===== config.mk =====
export PLATFORM = sky130hd
export DESIGN_NAME = butterfly_r2_tw
export DESIGN_NICKNAME = d
export VERILOG_FILES = /design/src/rtl/fft_pkg.sv /design/src/rtl/cmul_round.sv /design/src/rtl/butterfly_r2_tw.sv
export SDC_FILE = /design/constraint.sdc
export NUM_CORES = 2
export LEC_CHECK = 0
export ABC_AREA = 0
export BUFFER_PORTS_ARGS = -buffer_cell sky130_fd_sc_hd__buf_2
export CORE_UTILIZATION = 30
export DETAILED_ROUTE_END_ITERATION = 7
export PLACE_DENSITY = 0.44
export SLEW_MARGIN = 20
export SYNTH_ARGS = -nofsm -noshare
export SYNTH_HDL_FRONTEND = slang
export SYNTH_SLANG_ARGS = --single-unit

===== constraint.sdc =====
create_clock -name clock -period 31.4 [get_ports clock]
set_input_delay 7.85 -clock clock [delete_from_list [all_inputs] [get_ports clock]]
set_output_delay 7.85 -clock clock [all_outputs]
set_load 0.01 [all_outputs]

===== src/rtl/fft_pkg.sv =====
// Shared types and arithmetic helpers for the FFT datapath: twiddle mode
// encoding, the rounding constant and signed saturation.
package fft_pkg;

    typedef enum logic {
        TW_MULT       = 1'b0,
        TW_ONE_BYPASS = 1'b1
    } tw_mode_e;

    // Half an LSB of the Q1.(tw_width-1) product, added before truncation.
    function automatic logic [63:0] rnd_const(input int tw_width);
        rnd_const = 64'd1 << (tw_width - 32'sd2);
    endfunction

    function automatic logic signed [31:0] sat_hi(input int width);
        sat_hi = (32'sd1 <<< (width - 32'sd1)) - 32'sd1;
    endfunction

    function automatic logic signed [31:0] sat_lo(input int width);
        sat_lo = -sat_hi(width) - 32'sd1;
    endfunction

    function automatic logic signed [31:0] sat_val(input logic signed [31:0] x,
                                                   input int width);
        if (x > sat_hi(width)) begin
            sat_val = sat_hi(width);
        end else if (x < sat_lo(width)) begin
            sat_val = sat_lo(width);
        end else begin
            sat_val = x;
        end
    endfunction

    function automatic logic sat_hit(input logic signed [31:0] x, input int width);
        sat_hit = (x > sat_hi(width)) || (x < sat_lo(width));
    endfunction

endpackage


===== src/rtl/cmul_round.sv =====
// One-stage complex multiply b*w with round-half-up to WIDTH+1 bits, or a
// straight sign-extended pass of b when the twiddle is exactly 1+0j.
module cmul_round
    import fft_pkg::*;
#(
    parameter int WIDTH    = 16,
    parameter int TW_WIDTH = 16
) (
    input  logic                       clock,
    input  logic                       en,
    input  logic signed [WIDTH-1:0]    b_re,
    input  logic signed [WIDTH-1:0]    b_im,
    input  logic signed [TW_WIDTH-1:0] w_re,
    input  logic signed [TW_WIDTH-1:0] w_im,
    input  tw_mode_e                   mode,
    output logic signed [WIDTH:0]      p_re,
    output logic signed [WIDTH:0]      p_im
);

    localparam int PW = WIDTH + TW_WIDTH + 1;
    localparam int SH = TW_WIDTH - 1;
    localparam logic signed [PW-1:0] RND = PW'(rnd_const(TW_WIDTH));

    logic signed [PW-1:0] rr_s;
    logic signed [PW-1:0] ii_s;
    logic signed [PW-1:0] ri_s;
    logic signed [PW-1:0] ir_s;
    logic signed [PW-1:0] full_re_s;
    logic signed [PW-1:0] full_im_s;
    logic signed [WIDTH:0] p_re_d;
    logic signed [WIDTH:0] p_re_q;
    logic signed [WIDTH:0] p_im_d;
    logic signed [WIDTH:0] p_im_q;

    // Full-width products; the extra bit keeps the (-1)*(-1) cross sums exact.
    always_comb begin
        rr_s      = PW'(b_re) * PW'(w_re);
        ii_s      = PW'(b_im) * PW'(w_im);
        ri_s      = PW'(b_re) * PW'(w_im);
        ir_s      = PW'(b_im) * PW'(w_re);
        full_re_s = rr_s - ii_s + RND;
        full_im_s = ri_s + ir_s + RND;
    end

    // Product register loads only when the surrounding pipeline advances.
    always_comb begin
        p_re_d = p_re_q;
        p_im_d = p_im_q;
        if (en) begin
            if (mode == TW_ONE_BYPASS) begin
                p_re_d = {b_re[WIDTH-1], b_re};
                p_im_d = {b_im[WIDTH-1], b_im};
            end else begin
                p_re_d = (WIDTH+1)'(full_re_s >>> SH);
                p_im_d = (WIDTH+1)'(full_im_s >>> SH);
            end
        end else begin
            p_re_d = p_re_q;
            p_im_d = p_im_q;
        end
    end

    // Datapath register without reset.
    always_ff @(posedge clock) begin
        p_re_q <= p_re_d;
        p_im_q <= p_im_d;
    end

    assign p_re = p_re_q;
    assign p_im = p_im_q;

endmodule


===== src/rtl/butterfly_r2_tw.sv =====
// Radix-2 DIT butterfly c = a + b*w, d = a - b*w as a 3-stage pipeline that
// stalls as a whole under output backpressure, with optional /2 and saturation.
module butterfly_r2_tw
    import fft_pkg::*;
#(
    parameter int WIDTH    = 16,
    parameter int TW_WIDTH = 16
) (
    input  logic                       clock,
    input  logic                       reset_n,
    input  logic                       in_valid,
    output logic                       in_ready,
    input  logic signed [WIDTH-1:0]    a_re,
    input  logic signed [WIDTH-1:0]    a_im,
    input  logic signed [WIDTH-1:0]    b_re,
    input  logic signed [WIDTH-1:0]    b_im,
    input  logic signed [TW_WIDTH-1:0] w_re,
    input  logic signed [TW_WIDTH-1:0] w_im,
    input  logic                       tw_bypass,
    input  logic                       scale,
    output logic                       out_valid,
    input  logic                       out_ready,
    output logic signed [WIDTH-1:0]    c_re,
    output logic signed [WIDTH-1:0]    c_im,
    output logic signed [WIDTH-1:0]    d_re,
    output logic signed [WIDTH-1:0]    d_im,
    output logic                       ovf
);

    localparam int SW = WIDTH + 2;
    localparam logic signed [SW-1:0] HALF_UP = SW'(32'sd1);

    logic adv_s;
    logic v1_d, v1_q, v2_d, v2_q, v3_d, v3_q;

    logic signed [WIDTH-1:0]    a1_re_d, a1_re_q, a1_im_d, a1_im_q;
    logic signed [WIDTH-1:0]    b1_re_d, b1_re_q, b1_im_d, b1_im_q;
    logic signed [TW_WIDTH-1:0] w1_re_d, w1_re_q, w1_im_d, w1_im_q;
    tw_mode_e                   mode1_d, mode1_q;
    logic                       sc1_d, sc1_q;

    logic signed [WIDTH-1:0]    a2_re_d, a2_re_q, a2_im_d, a2_im_q;
    logic                       sc2_d, sc2_q;
    logic signed [WIDTH:0]      p_re_s, p_im_s;

    logic signed [SW-1:0]       sum_re_s, sum_im_s, dif_re_s, dif_im_s;
    logic signed [SW-1:0]       s_re_s, s_im_s, t_re_s, t_im_s;
    logic signed [WIDTH-1:0]    c_re_d, c_re_q, c_im_d, c_im_q;
    logic signed [WIDTH-1:0]    d_re_d, d_re_q, d_im_d, d_im_q;
    logic                       ovf_d, ovf_q;

    assign adv_s    = ~v3_q | out_ready;
    assign in_ready = adv_s;

    // Valid bits travel with their data; bubbles shift like samples.
    always_comb begin
        v1_d = v1_q;
        v2_d = v2_q;
        v3_d = v3_q;
        if (adv_s) begin
            v1_d = in_valid;
            v2_d = v1_q;
            v3_d = v2_q;
        end else begin
            v1_d = v1_q;
            v2_d = v2_q;
            v3_d = v3_q;
        end
    end

    // Valid register, cleared asynchronously so in-flight samples are dropped.
    always_ff @(posedge clock or negedge reset_n) begin
        if (!reset_n) begin
            v1_q <= 1'b0;
            v2_q <= 1'b0;
            v3_q <= 1'b0;
        end else begin
            v1_q <= v1_d;
            v2_q <= v2_d;
            v3_q <= v3_d;
        end
    end

    // S1 and S2 operand capture, held while the pipe is stalled.
    always_comb begin
        a1_re_d = a1_re_q;  a1_im_d = a1_im_q;
        b1_re_d = b1_re_q;  b1_im_d = b1_im_q;
        w1_re_d = w1_re_q;  w1_im_d = w1_im_q;
        mode1_d = mode1_q;  sc1_d   = sc1_q;
        a2_re_d = a2_re_q;  a2_im_d = a2_im_q;
        sc2_d   = sc2_q;
        if (adv_s) begin
            a1_re_d = a_re;     a1_im_d = a_im;
            b1_re_d = b_re;     b1_im_d = b_im;
            w1_re_d = w_re;     w1_im_d = w_im;
            mode1_d = tw_bypass ? TW_ONE_BYPASS : TW_MULT;
            sc1_d   = scale;
            a2_re_d = a1_re_q;  a2_im_d = a1_im_q;
            sc2_d   = sc1_q;
        end else begin
            a1_re_d = a1_re_q;
            sc2_d   = sc2_q;
        end
    end

    // Datapath registers without reset.
    always_ff @(posedge clock) begin
        a1_re_q <= a1_re_d;  a1_im_q <= a1_im_d;
        b1_re_q <= b1_re_d;  b1_im_q <= b1_im_d;
        w1_re_q <= w1_re_d;  w1_im_q <= w1_im_d;
        mode1_q <= mode1_d;  sc1_q   <= sc1_d;
        a2_re_q <= a2_re_d;  a2_im_q <= a2_im_d;
        sc2_q   <= sc2_d;
    end

    cmul_round #(
        .WIDTH    (WIDTH),
        .TW_WIDTH (TW_WIDTH)
    ) u_cmul (
        .clock (clock),
        .en    (adv_s),
        .b_re  (b1_re_q),
        .b_im  (b1_im_q),
        .w_re  (w1_re_q),
        .w_im  (w1_im_q),
        .mode  (mode1_q),
        .p_re  (p_re_s),
        .p_im  (p_im_s)
    );

    // Butterfly add/subtract, optional halving with round-half-up.
    always_comb begin
        sum_re_s = SW'(a2_re_q) + SW'(p_re_s);
        sum_im_s = SW'(a2_im_q) + SW'(p_im_s);
        dif_re_s = SW'(a2_re_q) - SW'(p_re_s);
        dif_im_s = SW'(a2_im_q) - SW'(p_im_s);
        if (sc2_q) begin
            s_re_s = (sum_re_s + HALF_UP) >>> 1;
            s_im_s = (sum_im_s + HALF_UP) >>> 1;
            t_re_s = (dif_re_s + HALF_UP) >>> 1;
            t_im_s = (dif_im_s + HALF_UP) >>> 1;
        end else begin
            s_re_s = sum_re_s;
            s_im_s = sum_im_s;
            t_re_s = dif_re_s;
            t_im_s = dif_im_s;
        end
    end

    // S3 saturation; ovf is only raised for a real sample, never a bubble.
    always_comb begin
        c_re_d = c_re_q;  c_im_d = c_im_q;
        d_re_d = d_re_q;  d_im_d = d_im_q;
        ovf_d  = ovf_q;
        if (adv_s) begin
            c_re_d = WIDTH'(sat_val(32'(s_re_s), WIDTH));
            c_im_d = WIDTH'(sat_val(32'(s_im_s), WIDTH));
            d_re_d = WIDTH'(sat_val(32'(t_re_s), WIDTH));
            d_im_d = WIDTH'(sat_val(32'(t_im_s), WIDTH));
            ovf_d  = v2_q & (sat_hit(32'(s_re_s), WIDTH) | sat_hit(32'(s_im_s), WIDTH) |
                             sat_hit(32'(t_re_s), WIDTH) | sat_hit(32'(t_im_s), WIDTH));
        end else begin
            ovf_d = ovf_q;
        end
    end

    // Output register with async clear.
    always_ff @(posedge clock or negedge reset_n) begin
        if (!reset_n) begin
            c_re_q <= '0;
            c_im_q <= '0;
            d_re_q <= '0;
            d_im_q <= '0;
            ovf_q  <= 1'b0;
        end else begin
            c_re_q <= c_re_d;
            c_im_q <= c_im_d;
            d_re_q <= d_re_d;
            d_im_q <= d_im_d;
            ovf_q  <= ovf_d;
        end
    end

    assign out_valid = v3_q;
    assign c_re      = c_re_q;
    assign c_im      = c_im_q;
    assign d_re      = d_re_q;
    assign d_im      = d_im_q;
    assign ovf       = ovf_q;

endmodule

==> metrics.md <==
| Metric | Value |
|---|---|
| Final Max Slew Viols | 0 |
| Crit-path max FO | 6 |
| Vias in the first global route | around 39k |
| Pin count of the biggest net entering global routing | 85 |
| Gr usage total | 17.0% |
| Post-CTS setup buffer count | 0 |
| Total CTS buffers | 34 |
| Global-route wire length before repair | approximately 230000 um |
| Final Hold Violating Endpoints | 0 |
| Sequential cell area | 0.00666 mm^2 |
| Pre-Repair DR Iteration Count | 5 |
| EDFF count, synth | ~170 |
| Crit path DAT | 8.98 ns |
| Setup Slack @ Placement | approximately 15 ns |
| Tightest Pin Transition | approximately 1.3 ns |
| Via count | ~36k |
| Top Usage Layer GRT | met2 |
| Synthesized area per cell | about 9.6 um^2 |
| Crit. End Element | primary output |
| Kind of critical path | in2out |
| Clock Skew | roughly 0.042 ns |
| CTS Hold Buffers Added | 0 |
| Post-layout min period | 16.83 ns |
| Mapped cell area | 0.0529 mm^2 |
| Core Footprint | ~0.17 mm^2 |
| M2 GR Usage | 29.3% |
| Clock Root Buffer | clkbuf_16 |
| Clock Path Buffers | 3 |
| Setup violations, final | 0 |
| Synth Register Bits | 233 |
| Share of cells above drive strength 1 | roughly 6.6% |
| Final Cycle Share | between 50% and 60% |
| Synth top area share | approximately 44% |
| Hold crit path type | reg2reg |
| # Max-Cap Violations | 0 |
| Dominant cell type by area after synthesis | fa_1 |
| Worst-skew pair later-pin latency | slightly above 0.6 ns |
| Starting DRT DRC Count | about 1.8k |
| Syn-to-layout area delta | 8.75% |
| Grt met3 use | under 10% |
| Setup_tns | 0 ns |
| Via density per instance | about 4.6 |
| Wirelength per Cell | approximately 18 um |
| Synth Warn # | 0 |
| Worst path required time | roughly 24 ns |
| GR Util met1 | 23.5% |
| H-Tree Depth | 2 |
| Layout Nets | a little over 7k |
| Clk slew on worst S/H paths | 0.06 ns |
| Netlist cell types | 93 |
| Overall routed net length | about 150000 um |
| Core Rows | between 150 and 200 |
| Area of the multi-input gates | between 0.04 and 0.05 mm^2 |
| Commonest cells in the netlist | 1333 x inv_1, 1153 x fa_1, 625 x nand2_1 |
| Max Freq | approximately 60 MHz |
| Outcome | complete, no violations |
| GPL Wtd Cong | 0.815 |
| ANT nets after route | 0 |
| Gr ovfl total | 0 |
| Setup ws final | between 10 and 15 ns |
| Vert. Die Dim | approximately 420 um |
| Clock sinks | 233 |
| Starting density of the core | between 30% and 40% |
| Top cells by area, synth | fa_1 44%, inv_1 9.5%, edfxtp_1 9.4% |
| Initial antenna violation count | 12 |
| Full die area | 0.178 mm^2 |
| Slew margin rel. | 12.1% |
| Residual DRC count | 0 |
| IO Port Bufs | roughly 170 |
| Top-Level Pins | 169 |
| Post-synthesis sequential area ratio | around 13% |
| # fillers | between 15k and 20k |
| Ys async rst share | between 20 and 30% |
| Synth Instances | approximately 5.5k |
| Count leader, synth | inv_1 |
| RSZ-0062 raised after global routing | false |
| Synth Flop Type | edfxtp_1 |
| Die W | 422 um |
| Crit start category | input pin |
| TritonCTS clock tree | built |
| Syn Nets | approximately 7k |
| CTS resizes | 0 |
| Hpwl dp | approximately 110000 um |
-- per-layer routing --
metal | vias up | wire length (um)
met4 | 2 | 2500
li1 | 16700 | -
met3 | 87 | 5140
met1 | 18700 | 67000
met5 | - | 11
met2 | 571 | 71400
-- layout by cell type, fill, tap and decap left out, types with 7 or more instances in the layout --
cell       Yosys  layout
a32o_1        12      12
buf_4          4      87
nor3_1        37      37
nor4_1         8       8
fa_1        1153    1153
nand4_1       18      18
a211oi_1      21      21
o31ai_1       19      19
a31oi_1       38      38
buf_2         10     168
edfxtp_1     165     165
o21bai_1      11      11
mux2i_1       12      12
nor3b_1        8       8
and2_1       462     462
dfrtp_1       68      68
nor2b_1       52      52
ha_1         368     368
or3_1         17      17
a21o_1        21      21
o21a_1        22      22
a2111oi_0      7       7
o21ai_0       99      99
nor2_1       140     140
a211o_1       10      10
and3_1        14      14
nand2b_1      44      44
o211ai_1      18      18
nand3_1       34      34
a21oi_1      129     129
inv_1       1333    1332
nand2_1      625     625
clkbuf_16      0      37
xnor2_1      120     120
a21oi_2       21      21
xor2_1        35      35
-- cells by family after synthesis --
| kind of cell | after synthesis | synth area share, % |
|---|---|---|
| buffers and inverters | 1592 | 11.4 |
| adder cells (fa/ha/maj) | 1521 | 52.4 |
| AND/OR/NAND/NOR | 1500 | 14.2 |
| AO/OA/AOI/OAI | 506 | 6.47 |
| flip-flops | 233 | 12.6 |
| XOR/XNOR | 156 | 2.60 |
| multiplexers | 17 | 0.334 |
-- cell type report --
class / instances / area share, %
Tap cell: 2325 / 5.06
Antenna cell: 3 / 0.0131
Clock inverter: 19 / 0.468
Timing Repair Buffer: 255 / 2.60
Multi-Input combinational cell: 3700 / 69.9
Inverter: 1334 / 8.72
Sequential cell: 233 / 11.6
Clock buffer: 43 / 1.65
-- path summary, 6_finish.rpt --
check / from / to / slack [ns] / cells past startpoint
setup / recovery: out_ready / in_ready / 14.57 / 4
hold / removal: a1_im_q[9] / a2_im_q[9] / 0.42 / 0
setup reg to reg: w1_re_q[1] / u_cmul.p_im[14] / 22.07 / 27
hold reg to reg: a1_im_q[9] / a2_im_q[9] / 0.42 / 0
max in group asynchronous: reset_n / d_re[10] / 23.33 / 2
min in group asynchronous: reset_n / c_im[13] / 7.46 / 2
-- metrics by stage --
stage                     util, %  instance area (um^2)  cells  hold slack [ns]
after floorplan                 -                 52900   5525            0.400
after global placement       32.3                 56300   7847            0.404
after detailed placement     32.3                 56300   7847            0.405
after CTS                    33.0                 57500   7909            0.417
after global routing         33.0                 57500   7909            0.421
final                        33.0                 57500   7912            0.416
-- worst max-delay path, cell delays in order --
cell	delay, ns
buf_2	0.10
nor2b_1	0.63
inv_8	0.17
buf_2	0.20
Power is left out: the tool's default activity adds up to more than one toggle a clock period on the data nets, which glitch-free logic cannot reach.
